==> config.mk <==
export PLATFORM = sky130hd
export DESIGN_NAME = acc_bias_accum_flat
export DESIGN_NICKNAME = d
export VERILOG_FILES = /design/src/rtl/acc_bias_accum_if.sv /design/src/rtl/acc_bias_accum.sv /design/src/flat_wrapper.sv
export SDC_FILE = /design/constraint.sdc
export NUM_CORES = 2
export LEC_CHECK = 0
export ABC_AREA = 1
export CAP_MARGIN = 20
export CORE_UTILIZATION = 35
export CTS_CLUSTER_SIZE = 40
export DETAILED_ROUTE_END_ITERATION = 8
export PLACE_DENSITY = 0.62
export SYNTH_ARGS = -nofsm -noshare
export SYNTH_HDL_FRONTEND = slang
export SYNTH_SLANG_ARGS = --single-unit
==> constraint.sdc <==
create_clock -name clk -period 4.3 [get_ports clk]
set_input_delay 0.43 -clock clk [delete_from_list [all_inputs] [get_ports clk]]
set_output_delay 0.43 -clock clk [all_outputs]
set_load 0.02 [all_outputs]
==> src/rtl/acc_bias_accum_if.sv <==
// Handshake/data bundle between the PE-array tile source, acc_bias_accum and the
// bound/ReLU consumer. The master drives the job/tile inputs; the slave is the accumulator.
interface acc_bias_accum_if #(
  parameter int COLS    = 5,
  parameter int PSUM_BW = 20,
  parameter int BIAS_BW = 16,
  parameter int AB_BW   = 25,
  parameter int CNT_BW  = 8
) ();
  logic                          i_start;
  logic [CNT_BW-1:0]             i_num_tiles;
  logic [BIAS_BW*COLS-1:0]       i_bias;
  logic                          i_psum_valid;
  logic [PSUM_BW*COLS*COLS-1:0]  i_psum;
  logic                          i_ready;
  logic [AB_BW*COLS*COLS-1:0]    o_acc_bias;
  logic                          o_valid;
  logic                          o_busy;
  logic                          o_done;

  modport master (
    output i_start, i_num_tiles, i_bias, i_psum_valid, i_psum, i_ready,
    input  o_acc_bias, o_valid, o_busy, o_done
  );

  modport slave (
    input  i_start, i_num_tiles, i_bias, i_psum_valid, i_psum, i_ready,
    output o_acc_bias, o_valid, o_busy, o_done
  );
endinterface

==> src/rtl/acc_bias_accum.sv <==
// Accumulates K-dimension psum tiles onto a per-column bias with saturating adds and
// holds the finished COLSxCOLS grid on a ready/valid output until the consumer accepts it.
module acc_bias_accum #(
  parameter int COLS    = 5,
  parameter int PSUM_BW = 20,
  parameter int BIAS_BW = 16,
  parameter int AB_BW   = 25,
  parameter int CNT_BW  = 8
) (
  input logic              clk,
  input logic              rst_n,
  acc_bias_accum_if.slave  bus
);
  localparam int NE = COLS * COLS;

  typedef enum logic [1:0] {S_IDLE, S_ACCUM, S_OUT} state_t;

  state_t                  r_state;
  logic [CNT_BW-1:0]       r_cnt;
  logic [CNT_BW-1:0]       r_num;
  logic [BIAS_BW*COLS-1:0] r_bias;
  logic [AB_BW*NE-1:0]     r_acc;
  logic                    r_valid;
  logic                    r_busy;
  logic                    r_done;

  logic [AB_BW*NE-1:0]     w_acc_next;
  logic [CNT_BW:0]         w_cnt_inc;
  logic                    w_last;
  logic                    w_first;
  logic [BIAS_BW-1:0]      w_b;
  logic [PSUM_BW-1:0]      w_p;
  logic [AB_BW-1:0]        w_a;
  logic [AB_BW:0]          w_base;
  logic [AB_BW:0]          w_add;
  logic [AB_BW:0]          w_sum;

  assign w_cnt_inc = {1'b0, r_cnt} + {{CNT_BW{1'b0}}, 1'b1};
  assign w_last    = (w_cnt_inc == {1'b0, r_num});
  assign w_first   = (r_cnt == '0);

  // One extra headroom bit makes overflow visible as a mismatch of the top two bits.
  always_comb begin
    w_acc_next = r_acc;
    w_b        = '0;
    w_p        = '0;
    w_a        = '0;
    w_base     = '0;
    w_add      = '0;
    w_sum      = '0;
    for (int unsigned k = 0; k < NE; k++) begin
      w_b   = r_bias[(k % COLS)*BIAS_BW +: BIAS_BW];
      w_p   = bus.i_psum[k*PSUM_BW +: PSUM_BW];
      w_a   = r_acc[k*AB_BW +: AB_BW];
      w_add = {{(AB_BW+1-PSUM_BW){w_p[PSUM_BW-1]}}, w_p};
      if (w_first)
        w_base = {{(AB_BW+1-BIAS_BW){w_b[BIAS_BW-1]}}, w_b};
      else
        w_base = {w_a[AB_BW-1], w_a};
      w_sum = w_base + w_add;
      if (w_sum[AB_BW] != w_sum[AB_BW-1])
        w_acc_next[k*AB_BW +: AB_BW] = w_sum[AB_BW] ? {1'b1, {(AB_BW-1){1'b0}}}
                                                    : {1'b0, {(AB_BW-1){1'b1}}};
      else
        w_acc_next[k*AB_BW +: AB_BW] = w_sum[AB_BW-1:0];
    end
  end

  always_ff @(posedge clk or negedge rst_n) begin
    if (!rst_n) begin
      r_state <= S_IDLE;
      r_cnt   <= '0;
      r_num   <= '0;
      r_bias  <= '0;
      r_acc   <= '0;
      r_valid <= 1'b0;
      r_busy  <= 1'b0;
      r_done  <= 1'b0;
    end else begin
      r_done <= 1'b0;
      case (r_state)
        S_IDLE: begin
          if (bus.i_start) begin
            r_num   <= (bus.i_num_tiles == '0) ? {{(CNT_BW-1){1'b0}}, 1'b1} : bus.i_num_tiles;
            r_bias  <= bus.i_bias;
            r_cnt   <= '0;
            r_busy  <= 1'b1;
            r_state <= S_ACCUM;
          end
        end
        S_ACCUM: begin
          if (bus.i_psum_valid) begin
            r_acc <= w_acc_next;
            r_cnt <= w_cnt_inc[CNT_BW-1:0];
            if (w_last) begin
              r_valid <= 1'b1;
              r_state <= S_OUT;
            end
          end
        end
        S_OUT: begin
          if (bus.i_ready) begin
            r_valid <= 1'b0;
            r_busy  <= 1'b0;
            r_done  <= 1'b1;
            r_state <= S_IDLE;
          end
        end
        default: r_state <= S_IDLE;
      endcase
    end
  end

  assign bus.o_acc_bias = r_acc;
  assign bus.o_valid    = r_valid;
  assign bus.o_busy     = r_busy;
  assign bus.o_done     = r_done;
endmodule

==> src/flat_wrapper.sv <==
// flat-port wrapper written by rule: the top's interface ports become plain ports
module acc_bias_accum_flat 
#(
  parameter int COLS    = 5,
  parameter int PSUM_BW = 20,
  parameter int BIAS_BW = 16,
  parameter int AB_BW   = 25,
  parameter int CNT_BW  = 8
)
  (clk, rst_n, bus_i_start, bus_i_num_tiles, bus_i_bias, bus_i_psum_valid, bus_i_psum, bus_i_ready, bus_o_acc_bias, bus_o_valid, bus_o_busy, bus_o_done);
  acc_bias_accum_if #(.COLS(COLS), .PSUM_BW(PSUM_BW), .BIAS_BW(BIAS_BW), .AB_BW(AB_BW), .CNT_BW(CNT_BW)) bus_i ();
  input logic clk;
  input logic rst_n;
  input wire logic [$bits(bus_i.i_start)-1:0] bus_i_start;
  input wire logic [$bits(bus_i.i_num_tiles)-1:0] bus_i_num_tiles;
  input wire logic [$bits(bus_i.i_bias)-1:0] bus_i_bias;
  input wire logic [$bits(bus_i.i_psum_valid)-1:0] bus_i_psum_valid;
  input wire logic [$bits(bus_i.i_psum)-1:0] bus_i_psum;
  input wire logic [$bits(bus_i.i_ready)-1:0] bus_i_ready;
  output wire logic [$bits(bus_i.o_acc_bias)-1:0] bus_o_acc_bias;
  output wire logic [$bits(bus_i.o_valid)-1:0] bus_o_valid;
  output wire logic [$bits(bus_i.o_busy)-1:0] bus_o_busy;
  output wire logic [$bits(bus_i.o_done)-1:0] bus_o_done;
  assign bus_i.i_start = bus_i_start;
  assign bus_i.i_num_tiles = bus_i_num_tiles;
  assign bus_i.i_bias = bus_i_bias;
  assign bus_i.i_psum_valid = bus_i_psum_valid;
  assign bus_i.i_psum = bus_i_psum;
  assign bus_i.i_ready = bus_i_ready;
  assign bus_o_acc_bias = bus_i.o_acc_bias;
  assign bus_o_valid = bus_i.o_valid;
  assign bus_o_busy = bus_i.o_busy;
  assign bus_o_done = bus_i.o_done;
  acc_bias_accum #(.COLS(COLS), .PSUM_BW(PSUM_BW), .BIAS_BW(BIAS_BW), .AB_BW(AB_BW), .CNT_BW(CNT_BW)) u_core (.clk(clk), .rst_n(rst_n), .bus(bus_i));
endmodule
**Yosys cells after proc, flatten, opt, wreduce, memory -nomap -nowiden**

Index checks and enable logic that the tools add are counted.

- Add/subtract/negate cells: 26
- Eq/ne operators: 32
- Muxes and demuxes: 92
- Reductions and logical operators: 12

Operator list:

| cell | count |
|---|---|
| two-way mux 25 bit | 50 |
| adder 26 bit | 25 |
| two-way mux 26 bit | 25 |
| != test 1 bit | 25 |
| two-way mux 8 bit | 3 |
| zero test 8 bit | 2 |
| case mux 8 bit (2 select lines) | 1 |
| adder 8 x 1 -> 9 bit (second input constant) | 1 |
| equality test 9 x 8 -> 1 bit | 1 |
| two-way mux 2 bit | 4 |
| AND reduction 4 bit | 2 |
| two-way mux 1 bit | 6 |
| != test 2 bit (second input constant) | 3 |
| case mux 2 bit (3 select lines) | 1 |
| AND reduction 3 bit | 2 |
| nonzero test 2 bit | 3 |
| case mux 1 bit (2 select lines) | 2 |
| AND reduction 2 bit | 2 |
| equality test 2 x 1 -> 1 bit (second input constant) | 1 |
| equality test 2 bit (second input constant) | 1 |
| zero test 2 bit | 1 |
| != test 2 x 1 -> 1 bit (second input constant) | 1 |

- Flip-flop bits (word level): 726
- Input bits: 593
- Output and inout bits: 628
- Word-level logic and storage cells: 170

**Depth between registers and ports, before layout**

- Word-level depth: 5
- Mapped depth: 22
- Gate-level depth less buffers: 19

**Worst setup path after synthesis**

Ideal clock, no wire load.

- Kind: register -> register
- From: register u_core.r_cnt[0]
- To: register u_core.r_acc[79], in the netlist u_core.bus.o_acc_bias[79]
- Setup time: 123 ps
- Arrival: 3326 ps
- Required time: 4177 ps
- Path slack: 850 ps
- Cell stages (with the launch flop): 21
- Path buffers: 4
- Period minus slack after synthesis: 3450 ps
- Path through: dfrtp_1 -> inv_1 -> ha_1 -> nand4_1 -> clkbuf_1 -> clkbuf_1 -> buf_2 -> a21oi_1 -> ha_1 -> fa_1 -> nand2_1 -> nand3_1 -> nand3_1 -> nand2_1 -> nand2_1 -> nand3_1 -> nand2_1 -> nand2_1 -> a21oi_4 -> buf_4 -> a21boi_2

- Word-level cells in the longest chain between the ends: 5
- Elaborated cells between the ends (all ways): 6
- Classes of those cells: add/sub (1); eq/ne (1); mux (3); reduce/logical (1)

Ends and longest elaborated chain:

| item | line | source |
|---|---|---|
| from (decl) | acc_bias_accum.sv:19 | `logic [CNT_BW-1:0] r_cnt;` |
| from (signal assigned) | acc_bias_accum.sv:94 | `r_cnt <= w_cnt_inc[CNT_BW-1:0];` |
| zero test 8 bit * | acc_bias_accum.sv:40 | `assign w_first = (r_cnt == '0);` |
| two-way mux 26 bit * | acc_bias_accum.sv:56 | `if (w_first)` |
| adder 26 bit * | acc_bias_accum.sv:60 | `w_sum = w_base + w_add;` |
| two-way mux 25 bit or != test 1 bit (tied branches) | acc_bias_accum.sv:62, acc_bias_accum.sv:61 |  |
| two-way mux 25 bit * | acc_bias_accum.sv:61 | `if (w_sum[AB_BW] != w_sum[AB_BW-1])` |
| to (signal assigned) | acc_bias_accum.sv:93 | `r_acc <= w_acc_next;` |
| to (decl) | acc_bias_accum.sv:22 | `logic [AB_BW*NE-1:0] r_acc;` |

Every way passes the cells marked *; elsewhere a longest branch is shown, timed or not.
A chain may end at the register's enable or synchronous reset.

**Worst setup path after layout**

- From: register u_core.r_cnt[4]
- To: register u_core.r_acc[252], in the netlist u_core.bus.o_acc_bias[252]

Same word-level chain as after synthesis.

==> impl_results.md <==
- Area delta synth->final: 26.4%
- Clock sink count: 726
- Clock Pin Slew Worst Setup and Hold Paths: 60 ps
- Crit path launch: u_core.r_cnt[4]
- Status: complete, no violations
- M2 GR Usage: 0.500
- Vias in the first global route: 81900
- Fillers: 23700
- Total Nets Final: 15000
- Reg2Reg Setup Slack: 280 ps
- Setup-failing EPs final: 0
- Clock root buffer: clkbuf_16
- Clock Latency Late Sink: 770 ps
- Crit-path max FO: 74
- Synth cell types: 49
- Post-Layout Cell Count: 16800
- Drc violations: 0
- YS warnings: 0
- Final hold slack: 276 ps
- Share of cells above drive strength 1: 0.0643
- Slew Limit Fails: 0
- M1 GR Usage: 0.398
- Core Util, Final: 0.445
- Clock Skew: 47.1 ps
- RePlAce Congestion: 1.02
- CTS tree: built
- Gate Count Post-Synth: 12400
- CP arrival: 4640 ps
- CP required: 4920 ps
- Initial Utilization: 0.352
- I/O pins: 1221
- GR peak layer: met2
- Worst min-delay path class: input pin to flip-flop
- Post-Syn Area per Cell: 6.39 sq um
- Final Hold Viols: 0
- # Max-Cap Violations: 0
- Total CTS buffers: 101
- Wire per inst: 22.0 microns
- Critical path capture point type: flip-flop
- Worst R2R Path Depth: 21
- Core ar.: 225000 sq um
- Critical path class: flip-flop to flip-flop
- Post-route setup TNS: 0 ps
- Die Y: 477 microns
- R2r startpoint: u_core.r_cnt[4]
- DP HPWL: 307 mm
- Critical R2R Capture: u_core.bus.o_acc_bias[252]
- GR Util met3: 0.0696
- GRT overflow: 0
- Worst slew pin tran: 957 ps
- Number of H-tree levels: 3
- Startpoint Class: flip-flop
- Initial DRT Pass Iterations: 6
- First-pass GRT wire length: 539 mm
- Peak Freq: 249 MHz
- Cell Area, Synth: 79100 sq um
- Pin count of the biggest net entering global routing: 97
- Antenna violations before repair: 99
- Crit path to: u_core.bus.o_acc_bias[252]
- Seq/Total Area, Yosys: 0.230
- Die area: 228000 sq um
- PortBufs: 1220
- Routed Antenna Nets: 0
- Std cell rows: 174
- Vias per cell: 5.11
- Total Routing Usage GR: 0.313
- Min Tclk post-route: 4020 ps
- Vias: 85900
- Routed WL: 370 mm
- DRT iter0 DRCs: 6792
- Placed insts: 16600
- Number of synthesized register bits: 726
- Die width: 477 microns
- Final period util: 0.935
- CTS Buffer Depth: 3
- Post-synth net total: 13700
- Slew headroom: 0.362
==> layout by cell type, fill, tap and decap left out, types with 16 or more instances in the layout <==
master           synthesis  routed
fa_1                    25      25
ha_1                   652     651
a21boi_1               334     334
o21ai_0                140     139
mux2_2                  82      82
buf_12                   0      63
nand3b_1                28      28
a21oi_2                 29      32
clkdlybuf4s50_1          0    1219
o211ai_1                19      19
nor3_1                 162     162
nand3_1                565     565
a21o_1                  29      29
nand2_2                 44      41
nand4_1                150     150
and2_1                  60      60
nor2_1                 931     908
clkbuf_8                 0      24
a31oi_1                 25      25
a21oi_4                 20      20
o21bai_1               145     145
buf_4                   40     218
a21boi_2               103     103
xor2_1                 345     345
a21boi_0                80      80
a21oi_1               1235    1232
xnor2_1                 88      88
inv_1                 1808    1808
clkbuf_1                42      18
nand3_2                 24      24
diode_2                  0      54
clkbuf_16                0     104
nand2_1               4095    4094
bufinv_16                0      16
nor2_2                  24      41
dfrtp_1                726     726
or2_2                   63      63
==> kinds of logic after synthesis <==
group / Yosys count / synth area share
adders and majority gates: 677 / 0.109
DFF: 726 / 0.230
and+or+nand+nor: 6180 / 0.320
buffers and inverters: 2100 / 0.110
muxes: 82 / 0.0117
AOI/OAI and AO/OA: 2188 / 0.171
xor gates and xnor gates: 433 / 0.0479
==> state kept, by name, indices dropped and copies added, names as in the netlist <==
name	cells
u_core.bus.o_valid	1
u_core.bus.o_busy	1
u_core.bus.o_acc_bias	625
u_core.r_state	2
u_core.bus.o_done	1
u_core.r_bias	80
u_core.r_cnt	8
u_core.r_num	8
==> synthesized netlist by cell type, drive strengths merged <==
master | n | area, sq um
a21boi | 517 | 4270
a21o | 29 | 218
a21oi | 1284 | 6760
a31o | 5 | 43.8
a31oi | 25 | 156
a41oi | 1 | 8.76
and2 | 61 | 384
buf | 247 | 1740
clkbuf | 42 | 158
dfrtp | 726 | 18200
fa | 25 | 500
ha | 652 | 8160
inv | 1811 | 6800
mux2 | 82 | 923
nand2 | 4143 | 15700
nand2b | 1 | 6.26
nand3 | 589 | 3070
nand3b | 28 | 210
nand4 | 150 | 938
nor2 | 957 | 3670
nor3 | 164 | 831
nor3b | 2 | 15.0
nor4 | 7 | 43.8
o211ai | 19 | 143
o21ai | 155 | 780
o21bai | 145 | 1090
o22ai | 7 | 43.8
o31ai | 1 | 7.51
or2 | 78 | 488
xnor2 | 88 | 771
xor2 | 345 | 3020
==> worst min path at each step <==
| stage | depth (start not counted) | slack (ps) | end | startpoint |
|---|---|---|---|---|
| floorplan | 0 | 130 | u_core.bus.o_acc_bias[0] | rst_n |
| global placement | 1 | 490 | u_core.r_bias[18] | u_core.r_bias[18] |
| detailed placement | 1 | 490 | u_core.r_bias[60] | u_core.r_bias[60] |
| CTS | 2 | 190 | u_core.r_state[1] | bus_i_ready |
| global route | 2 | 250 | u_core.r_bias[64] | bus_i_bias[64] |
| finish | 2 | 280 | u_core.r_bias[0] | bus_i_bias[0] |
==> critical path, cell delays in order, from the launching register on <==
cell and delay, ps:
dfrtp_1 410, nor4_1 300, nand4_1 200, buf_12 210, buf_12 190, nor2_2 400, buf_4 240, a21oi_1 60
ha_1 300, nand2_1 130, inv_1 50, nand2_1 60, nand2_1 70, nand2_1 80, nand3_2 140, nand2_1 150
nand3_1 100, nand2_1 80, nand2_1 120, a21oi_4 170, buf_12 180, a21boi_0 100
==> per-stage QoR <==
| step | setup slack, ps | cell area [sq um] |
|---|---|---|
| after global routing | -0.635 | 100000 |
| after floorplan | 850 | 79100 |
| after global placement | 127 | 96200 |
| final | 279 | 100000 |
| after CTS | 135 | 99800 |
| after detailed placement | 168 | 96200 |
==> timing repair <==
| action | in CTS | in global routing |
|---|---|---|
| endpoints found under the hold margin | 41 | 0 |
| resized for setup | 0 | 15 |
| setup endpoints to repair | 0 | 215 |
| hold buffers | 1 | 0 |
| buffers inserted | 0 | 1 |
==> layer usage <==
metal / vias to the layer above / wire length [microns]
met5: - / 210
met4: 32 / 19200
met3: 571 / 29300
met2: 3022 / 165000
met1: 40000 / 157000
li1: 42300 / -
==> layout make-up <==
cell class / count / area, sq um / area share
diodes: 54 / 135 / 0.00135
clock buffers: 146 / 3000 / 0.0300
clock inverters: 40 / 652 / 0.00652
inverters: 1811 / 6810 / 0.0680
multi-input cells: 9560 / 52400 / 0.524
flip-flops and latches: 726 / 18200 / 0.182
well taps: 2992 / 3740 / 0.0374
repair buffers: 1504 / 15100 / 0.151
Power is left out: the tool's default activity adds up to more than one toggle a clock period on the data nets, which glitch-free logic cannot reach.
